## src/rtl/r_release_scheduler.sv

```systemverilog
// ---------------------------------------------------------------------------
// r_release_scheduler
//
// Chooses the source of each R-channel release slot for the ID-ordering
// datapath. A release slot goes either to the in-order response arriving
// directly from the slave side or to the next in-order entry of a row held in
// the response waiting memory. Direct arrivals win by default. Waiting rows
// are served round-robin. A starvation counter forces a waiting-memory grant
// after STARVE_LIMIT consecutive direct grants while some row is waiting.
// Only one release is in flight at a time.
//
// Ports:
//   clk, rst            clock; asynchronous active-low reset
//   direct_valid/uid    in-order response on the direct path
//   direct_ready        direct response consumed (combinational on rel_ready)
//   wm_ready_vec        per-row "next-in-order entry is waiting" flags
//   release_idx_flat    per-row release pointers, row r at [r*COL_W +: COL_W]
//   wm_rd_en/uid        one-cycle read request to the waiting memory
//   wm_rd_valid         waiting-memory read data valid
//   rel_valid/uid/src   release offered downstream (src 0=direct, 1=memory)
//   rel_ready           downstream accepts the release
//   adv_en/adv_row      advance pulse for the released row (combinational)
//   busy                scheduler is not idle
// ---------------------------------------------------------------------------
module r_release_scheduler #(
    parameter int NUM_ROWS     = 16,
    parameter int NUM_COLS     = 16,
    parameter int ROW_W        = $clog2(NUM_ROWS),
    parameter int COL_W        = $clog2(NUM_COLS),
    parameter int UID_W        = ROW_W + COL_W,
    parameter int STARVE_LIMIT = 4
) (
    input  logic                      clk,
    input  logic                      rst,
    input  logic                      direct_valid,
    input  logic [UID_W-1:0]          direct_uid,
    output logic                      direct_ready,
    input  logic [NUM_ROWS-1:0]       wm_ready_vec,
    input  logic [NUM_ROWS*COL_W-1:0] release_idx_flat,
    output logic                      wm_rd_en,
    output logic [UID_W-1:0]          wm_rd_uid,
    input  logic                      wm_rd_valid,
    output logic                      rel_valid,
    output logic [UID_W-1:0]          rel_uid,
    output logic                      rel_src,
    input  logic                      rel_ready,
    output logic                      adv_en,
    output logic [ROW_W-1:0]          adv_row,
    output logic                      busy
);

    localparam int CNT_W = $clog2(STARVE_LIMIT + 1);
    localparam logic [CNT_W-1:0] STARVE_MAX = CNT_W'(STARVE_LIMIT);

    typedef enum logic [1:0] {
        IDLE     = 2'd0,
        DIR_HOLD = 2'd1,
        WM_RD    = 2'd2,
        WM_HOLD  = 2'd3
    } state_t;

    state_t             state_r;
    state_t             state_nxt_s;
    logic [ROW_W-1:0]   rr_ptr_r;
    logic [CNT_W-1:0]   starve_cnt_r;
    logic [UID_W-1:0]   rel_uid_r;
    logic               rel_src_r;
    logic               rel_valid_r;
    logic               wm_rd_en_r;
    logic [UID_W-1:0]   wm_rd_uid_r;
    logic               busy_r;

    logic               wm_any_s;
    logic               rr_found_s;
    logic [ROW_W-1:0]   rr_idx_s;
    logic [ROW_W-1:0]   rr_row_s;
    logic [UID_W-1:0]   rr_uid_s;
    logic               grant_dir_s;
    logic               grant_wm_s;
    logic               direct_ready_s;
    logic               adv_en_s;

    assign wm_any_s = |wm_ready_vec;

    // Round-robin search: first ready row after rr_ptr, wrapping, with rr_ptr
    // itself visited last so a lone ready row at rr_ptr is still granted.
    always_comb begin
        rr_found_s = 1'b0;
        rr_idx_s   = {ROW_W{1'b0}};
        rr_row_s   = {ROW_W{1'b0}};
        for (int i = 1; i <= NUM_ROWS; i++) begin
            rr_idx_s = ROW_W'((int'(rr_ptr_r) + i) % NUM_ROWS);
            if (!rr_found_s && wm_ready_vec[rr_idx_s]) begin
                rr_found_s = 1'b1;
                rr_row_s   = rr_idx_s;
            end else begin
                rr_found_s = rr_found_s;
            end
        end
        rr_uid_s = {rr_row_s, release_idx_flat[int'(rr_row_s)*COL_W +: COL_W]};
    end

    // Next-state decode, IDLE arbitration and the handshake pulses of the
    // HOLD states.
    always_comb begin
        state_nxt_s    = state_r;
        grant_dir_s    = 1'b0;
        grant_wm_s     = 1'b0;
        direct_ready_s = 1'b0;
        adv_en_s       = 1'b0;
        case (state_r)
            IDLE: begin
                if (wm_any_s && (starve_cnt_r == STARVE_MAX)) begin
                    grant_wm_s  = 1'b1;
                    state_nxt_s = WM_RD;
                end else if (direct_valid) begin
                    grant_dir_s = 1'b1;
                    state_nxt_s = DIR_HOLD;
                end else if (wm_any_s) begin
                    grant_wm_s  = 1'b1;
                    state_nxt_s = WM_RD;
                end else begin
                    state_nxt_s = IDLE;
                end
            end
            DIR_HOLD: begin
                if (rel_ready) begin
                    direct_ready_s = 1'b1;
                    adv_en_s       = 1'b1;
                    state_nxt_s    = IDLE;
                end else begin
                    state_nxt_s = DIR_HOLD;
                end
            end
            WM_RD: begin
                // The read-request cycle itself cannot carry the answer, so a
                // valid left over from the previous read is ignored there.
                if (wm_rd_valid && !wm_rd_en_r) begin
                    state_nxt_s = WM_HOLD;
                end else begin
                    state_nxt_s = WM_RD;
                end
            end
            WM_HOLD: begin
                if (rel_ready) begin
                    adv_en_s    = 1'b1;
                    state_nxt_s = IDLE;
                end else begin
                    state_nxt_s = WM_HOLD;
                end
            end
            default: begin
                state_nxt_s = IDLE;
            end
        endcase
    end

    // State register plus grant bookkeeping (rr pointer, starvation count,
    // captured release uid and source).
    always_ff @(posedge clk or negedge rst) begin
        if (!rst) begin
            state_r      <= IDLE;
            rr_ptr_r     <= ROW_W'(NUM_ROWS - 1);
            starve_cnt_r <= {CNT_W{1'b0}};
            rel_uid_r    <= {UID_W{1'b0}};
            rel_src_r    <= 1'b0;
        end else begin
            state_r <= state_nxt_s;
            if (grant_dir_s) begin
                rel_uid_r <= direct_uid;
                rel_src_r <= 1'b0;
                if (!wm_any_s) begin
                    starve_cnt_r <= {CNT_W{1'b0}};
                end else if (starve_cnt_r != STARVE_MAX) begin
                    starve_cnt_r <= starve_cnt_r + CNT_W'(1);
                end else begin
                    starve_cnt_r <= STARVE_MAX;
                end
            end else if (grant_wm_s) begin
                rel_uid_r    <= rr_uid_s;
                rel_src_r    <= 1'b1;
                rr_ptr_r     <= rr_row_s;
                starve_cnt_r <= {CNT_W{1'b0}};
            end
        end
    end

    // Registered outputs derived from the next state, so they line up with
    // the state they describe.
    always_ff @(posedge clk or negedge rst) begin
        if (!rst) begin
            rel_valid_r <= 1'b0;
            wm_rd_en_r  <= 1'b0;
            wm_rd_uid_r <= {UID_W{1'b0}};
            busy_r      <= 1'b0;
        end else begin
            rel_valid_r <= (state_nxt_s == DIR_HOLD) || (state_nxt_s == WM_HOLD);
            wm_rd_en_r  <= grant_wm_s;
            wm_rd_uid_r <= grant_wm_s ? rr_uid_s : {UID_W{1'b0}};
            busy_r      <= (state_nxt_s != IDLE);
        end
    end

    assign rel_valid    = rel_valid_r;
    assign rel_uid      = rel_uid_r;
    assign rel_src      = rel_src_r;
    assign wm_rd_en     = wm_rd_en_r;
    assign wm_rd_uid    = wm_rd_uid_r;
    assign busy         = busy_r;
    assign direct_ready = direct_ready_s;
    assign adv_en       = adv_en_s;
    assign adv_row      = rel_uid_r[UID_W-1:COL_W];

endmodule

```

## config.mk

```make
export PLATFORM = sky130hd
export DESIGN_NAME = r_release_scheduler
export DESIGN_NICKNAME = d
export VERILOG_FILES = /design/src/rtl/r_release_scheduler.sv
export SDC_FILE = /design/constraint.sdc
export NUM_CORES = 1
export LEC_CHECK = 0
export CORE_MARGIN = 2
export CORE_UTILIZATION = 40
export CTS_BUF_LIST = sky130_fd_sc_hd__clkbuf_8
export DETAILED_ROUTE_END_ITERATION = 6
export PLACE_DENSITY = 0.79
export SKIP_LAST_GASP = 1
export SYNTH_ARGS = -nofsm -noshare
export SYNTH_HDL_FRONTEND = slang
export SYNTH_SLANG_ARGS = --single-unit
export TNS_END_PERCENT = 30
```

## constraint.sdc

```tcl
create_clock -name clk -period 15.8 [get_ports clk]
set_input_delay 1.58 -clock clk [delete_from_list [all_inputs] [get_ports clk]]
set_output_delay 1.58 -clock clk [all_outputs]
set_load 0.05 [all_outputs]
```

==> results by group, run 1 <==
Worst setup path
  – Worst setup SP type: flop
  – CP Capture Type: flop
  – RR Startpoint: rr_ptr_r[1]$_DFFE_PN1P_
  – Crit path required time: 15950 ps
  – Worst-path fanout max: 28
  – Critical Path AT: 6980 ps
  – Crit Path Category: flop to flop
  – Worst Setup SP: rr_ptr_r[1]$_DFFE_PN1P_
  – Crit path cell chain: clkinv_1 > ha_1 > mux4_2 > mux2i_1 > mux2i_2 > or3_4 > or4_4 > nor3_1 > a41oi_1 > a32oi_2 > inv_1 > nand3_1 > nor2_1 > or4_1
  – Crit-path slowest cell: ha_1
  – Slowest stage delay, CP: 970 ps

Min path
  – Min-delay src: rel_src$_DFFE_PN0P_
  – Hold Path Class: flop to flop

Die
  – Die area: 0.0110 mm²
  – Initial Util: 0.413
  – Ports: 119
  – Die W: 105 µm
  – Site Rows: 36
  – Chip height: 105 µm
  – Area of the core: 0.00982 mm²

CTS
  – H-tree levels: 2
  – Hold buffer count at cts: 0
  – CTS Buffer Depth: 2
  – CTS tree: built
  – Total CTS buffers: 5
  – Root buf cell: clkbuf_8
  – Clk_lat worst skew: 280 ps
  – Resized Gates After CTS: 0
  – CTS clk-pin slew, worst paths: 70 ps
  – Clock sinks: 29
  – Buffer count from post-CTS setup fixing: 0

Synthesis
  – Mean Syn Cell Area: 9.41 µm²
  – FFs w/ async S/R, synth: 1.00
  – Synthesized cell area: 0.00406 mm²
  – Primary FF master, synth: dfrtp_1
  – Syn_nets: 534
  – Cell count after synthesis: 431
  – Sequential area share after synthesis: 0.180
  – Seq cells post-synth: 29
  – Post-synth EDFFs: 0
  – Post-synth top area cell: mux4_2
  – Top post-synthesis cells by area: mux4_2, dfrtp_1, mux2i_1
  – Synth top area share: 0.178
  – Synthesis Warnings: 0
  – Synth cell types: 73

Routing
  – Avg Vias per Cell: 6.28
  – Antenna-violating nets left: 0
  – 1st-pass router iterations: 5
  – Detailed-route DRC error count: 0
  – Routed Wire Length: 13400 µm
  – DR vias: 4204
  – Initial DRC Count: 462
  – Routed WL per cell: 20.0 µm

Finish
  – Share of cells above drive strength 1: 0.132
  – ANT cells: 0
  – Fillers: 894
  – Final Net Count: 638
  – Storage cell area: 731 µm²
  – Footprint of the multi-input gates: 0.00313 mm²
  – Layout area overhead: 32.5%

Outcome
  – Status: complete, no violations

Global routing
  – First-pass GRT wire length: 21300 µm
  – Largest net degree at the start of global routing: 32
  – Initial antenna violation count: 0
  – Vias in the first global route: 4166
  – Overall routing resource usage: 0.240
  – GRT overflow: 0

STA
  – RSZ-0062 raised after global routing: false
  – Measured slew at the worst slew-check pin: 1030 ps
  – Final Cycle Share: 0.432
  – Max-slew violation count: 0
  – Final Hold Fails: 0
  – Worst Skew: 7.46 ps
  – TNS Setup: 0 ps
  – Final min period: 6830 ps
  – Max_slew headroom: 0.305
  – F_max: 0.146 GHz
  – Setup violations, final: 0

Flow run
  – Max-Cap Viols: 0

Placed design
  – GPL Wtd Cong: 0.952
  – Port Buf Inserts: 118
  – HPWL Detailed: 10700 µm
-- flip-flops by register name, summed over array words and instances, names as in the netlist, 2 cells and up --
register	flops
rel_uid	8
rr_ptr_r	4
starve_cnt_r	3
state_r	2
wm_rd_uid	8
-- final cells by class --
cell class,instances,share of cell area
clock buffers,5,0.0128
flip-flops and latches,29,0.136
repair buffers,121,0.224
clock inverters,3,0.00326
well taps,133,0.0310
inverters,16,0.0112
multi-input cells,362,0.582
-- synthesized netlist by cell type (3+ instances only) --
master and count:
a22o_1 4, xor2_1 4, nor3_1 9, mux2_1 8, or3_1 3, nand2b_1 5, mux2_2 12, xnor2_1 13
nor2b_1 5, or2_2 3, a211o_1 3, buf_4 6, buf_2 3, mux4_2 32, nor4_1 7, and2_1 3
o22ai_1 6, a21o_1 5, inv_1 14, o211ai_1 8, o31ai_1 3, a22oi_1 4, o21ai_0 11, a221o_1 5
dfstp_2 4, o21a_1 5, and4_1 3, nand2_1 34, buf_6 4, nand3_1 11, or3b_1 4, clkbuf_1 9
a21oi_1 30, mux2i_1 38, dfrtp_1 25, nor2_1 28, nand4_1 3, ha_1 10
-- cells by family after synthesis --
family | after synthesis | synth area share
AND/OR/NAND/NOR | 131 | 0.169
AO/OA/AOI/OAI | 112 | 0.197
multiplexers | 92 | 0.336
buffers and inverters | 40 | 0.0509
flip-flops | 29 | 0.180
XOR/XNOR | 17 | 0.0367
adder cells (fa/ha/maj) | 10 | 0.0309
-- metrics by stage --
step | instances | hold WS [ps] | area [µm²] | worst slack [ps] | utilization
floorplan | 431 | 484 | 4060 | 10540 | -
global placement | 661 | 494 | 5290 | 9350 | 0.538
detailed placement | 661 | 507 | 5290 | 9140 | 0.538
CTS | 669 | 522 | 5370 | 9120 | 0.547
global route | 669 | 546 | 5370 | 8620 | 0.547
finish | 669 | 518 | 5370 | 8970 | 0.547
-- placed cells by master (no fill, tap or decap), types with 4 or more instances in the layout --
cell type	instances
xnor2_1	13
nor2b_1	5
nand2_1	34
xor2_1	4
a221o_1	5
o21ai_0	11
nor4_1	7
o211ai_1	8
dfrtp_1	25
clkbuf_8	5
nor3_1	9
nor2_1	28
inv_1	14
o22ai_1	6
nand2b_1	5
clkdlybuf4s50_1	118
or3b_1	4
dfstp_2	4
mux2_2	12
a22oi_1	4
ha_1	10
a21o_1	5
a21oi_1	30
mux2i_1	38
nand3_1	11
mux4_2	32
mux2_1	8
o21a_1	5
a22o_1	4
-- worst paths after layout --
kind,cells after the start,to,slack (ps)
max,14,rel_uid[3]$_DFFE_PN0P_,8970
min in group asynchronous,2,wm_rd_uid[6]$_DFF_PN0_,1670
min reg2reg,2,rel_src$_DFFE_PN0P_,520
max in group asynchronous,2,rr_ptr_r[1]$_DFFE_PN1P_,13810
min,2,rel_src$_DFFE_PN0P_,520
max reg2reg,14,rel_uid[3]$_DFFE_PN0P_,8970
-- critical path: cells and delay by family, from the launching register on --
family                   cells  cell delay, ps
AND/OR/NAND/NOR              6            2080
multiplexers                 3            1040
adder cells (fa/ha/maj)      1             970
flip-flops                   1             940
AO/OA/AOI/OAI                2             890
buffers and inverters        2             770
-- metal layers --
layer | track usage | routed length (µm) | up-vias
met5 | 0 | 0 | -
met1 | 0.307 | 5350 | 2014
met2 | 0.407 | 6530 | 258
met4 | 0.0848 | 371 | 0
li1 | - | - | 1904
met3 | 0.0443 | 1110 | 28
Power of run 1 is left out: the tool's default activity adds up to more than one toggle a clock period on the data nets, which glitch-free logic cannot reach.
==> run 2, diff against run 1 <==
Clock period 15.8 ns to 6.7 ns, I/O delays scaled along.
==> run 2 against run 1 <==
Against the previous run:
- core utilization increased by 0.19 points
- flip-flop and latch count stayed put
- first-iteration DRC count fell by 6.5%
- count of clock-buffer cells in the layout increased by 1
- critical path depth shrank 3
- register-to-register slack lost 8400 ps
- fmax is 12% higher
- non-clock buffer count rose by 2
- worst hold slack gained 2.2 ps
- clock skew grew 0.92 ps
- wire length decreased by 0.43%
- global-route usage fell by 0.22 points
- largest cell class unchanged
==> results by group, run 2 (synthesis results as in run 1) <==
CTS
  – Total CTS buffers: 5
  – Resized Gates After CTS: 0
  – Clock sinks: 29
  – CTS Buffer Depth: 2
  – Root buf cell: clkbuf_8
  – CTS clk-pin slew, worst paths: 60 ps
  – H-tree levels: 2
  – Clk_lat worst skew: 280 ps
  – Buffer count from post-CTS setup fixing: 0
  – CTS tree: built
  – Hold buffer count at cts: 0

Routing
  – Routed Wire Length: 13300 µm
  – Initial DRC Count: 432
  – Routed WL per cell: 19.8 µm
  – DR vias: 4284
  – Detailed-route DRC error count: 0
  – Avg Vias per Cell: 6.38
  – 1st-pass router iterations: 5
  – Antenna-violating nets left: 0

STA
  – Final min period: 6100 ps
  – Max_slew headroom: 0.195
  – Final Cycle Share: 0.910
  – Setup violations, final: 0
  – Max-slew violation count: 0
  – F_max: 0.164 GHz
  – Worst Skew: 8.38 ps
  – Final Hold Fails: 0
  – Min Hold Slack: 520 ps
  – Measured slew at the worst slew-check pin: 1200 ps
  – RSZ-0062 raised after global routing: false
  – Min setup slack post-route: 601 ps
  – TNS Setup: 0 ps

Worst setup path
  – Worst setup SP type: flop
  – CP Capture Type: flop
  – Worst-path fanout max: 20
  – Crit path required time: 6840 ps
  – Crit Path Category: flop to flop
  – RR Startpoint: rr_ptr_r[1]$_DFFE_PN1P_
  – Worst Setup SP: rr_ptr_r[1]$_DFFE_PN1P_
  – Setup slack, reg-to-reg: 600 ps
  – Critical Path AT: 6240 ps

Finish
  – Most frequent cells in the layout: clkdlybuf4s50_1, mux2i_1, nand2_1
  – Layout area overhead: 33.0%
  – Leading cell type in the layout, fill and taps excluded: clkdlybuf4s50_1
  – Final Net Count: 640
  – Share of cells above drive strength 1: 0.132
  – ANT cells: 0
  – Final std cell area, no fill: 0.00539 mm²
  – Fillers: 910

Global routing
  – First-pass GRT wire length: 21100 µm
  – GRT overflow: 0
  – Largest net degree at the start of global routing: 31
  – Vias in the first global route: 4159
  – Initial antenna violation count: 0
  – Overall routing resource usage: 0.238

Die
  – Initial Util: 0.413
  – Chip height: 105 µm
  – Area of the core: 0.00982 mm²
  – Die W: 105 µm
  – Die area: 0.0110 mm²
  – Ports: 119
  – Site Rows: 36

Min path
  – Min-delay src: rel_src$_DFFE_PN0P_
  – Hold Path Class: flop to flop

Flow run
  – Max-Cap Viols: 0

Placed design
  – GPL Wtd Cong: 0.994
  – Port Buf Inserts: 118
  – HPWL Detailed: 10600 µm
  – Dpl cell area: 0.00530 mm²
  – Pre-CTS setup slack: 671 ps

Outcome
  – Status: complete, no violations
## run 2: worst paths after layout
check / endpoint / cells past startpoint
hold / removal: rel_src$_DFFE_PN0P_ / 2
setup reg to reg: rel_uid[3]$_DFFE_PN0P_ / 11
setup / recovery: rel_uid[3]$_DFFE_PN0P_ / 11
hold reg to reg: rel_src$_DFFE_PN0P_ / 2
min in group asynchronous: rel_uid[6]$_DFFE_PN0P_ / 2
max in group asynchronous: rr_ptr_r[2]$_DFFE_PN1P_ / 2
## run 2: worst max-delay path, stage by stage (launching register included)
cell	delay, ps
dfstp_2	530
clkinv_1	290
ha_1	920
mux4_2	450
mux2i_1	330
mux2i_1	250
or3_4	440
or4_4	590
o41ai_2	1070
nor3_1	300
a22o_1	300
or4_1	470
## run 2: metrics by stage
step,util,cells
floorplan,-,431
detailed placement,0.540,663
global route,0.549,671
CTS,0.549,671
global placement,0.540,663
finish,0.549,671
## run 2: cell type report
type | count | area [µm²] | area share
multi-input combinational | 362 | 3130 | 0.580
timing repair buffer | 123 | 1220 | 0.226
sequential | 29 | 731 | 0.136
tap | 133 | 166 | 0.0309
clock buffer | 6 | 82.6 | 0.0153
inverter | 16 | 60.1 | 0.0111
clock inverter | 2 | 7.51 | 0.00139
## run 2: routing by layer
layer,vias up,share of wire,GRT usage
li1,1900,-,-
met1,2059,0.37,0.291
met2,274,0.49,0.404
met3,51,0.097,0.0480
met4,0,0.042,0.108
met5,-,0,0
Power of run 2 is left out for the same reason.
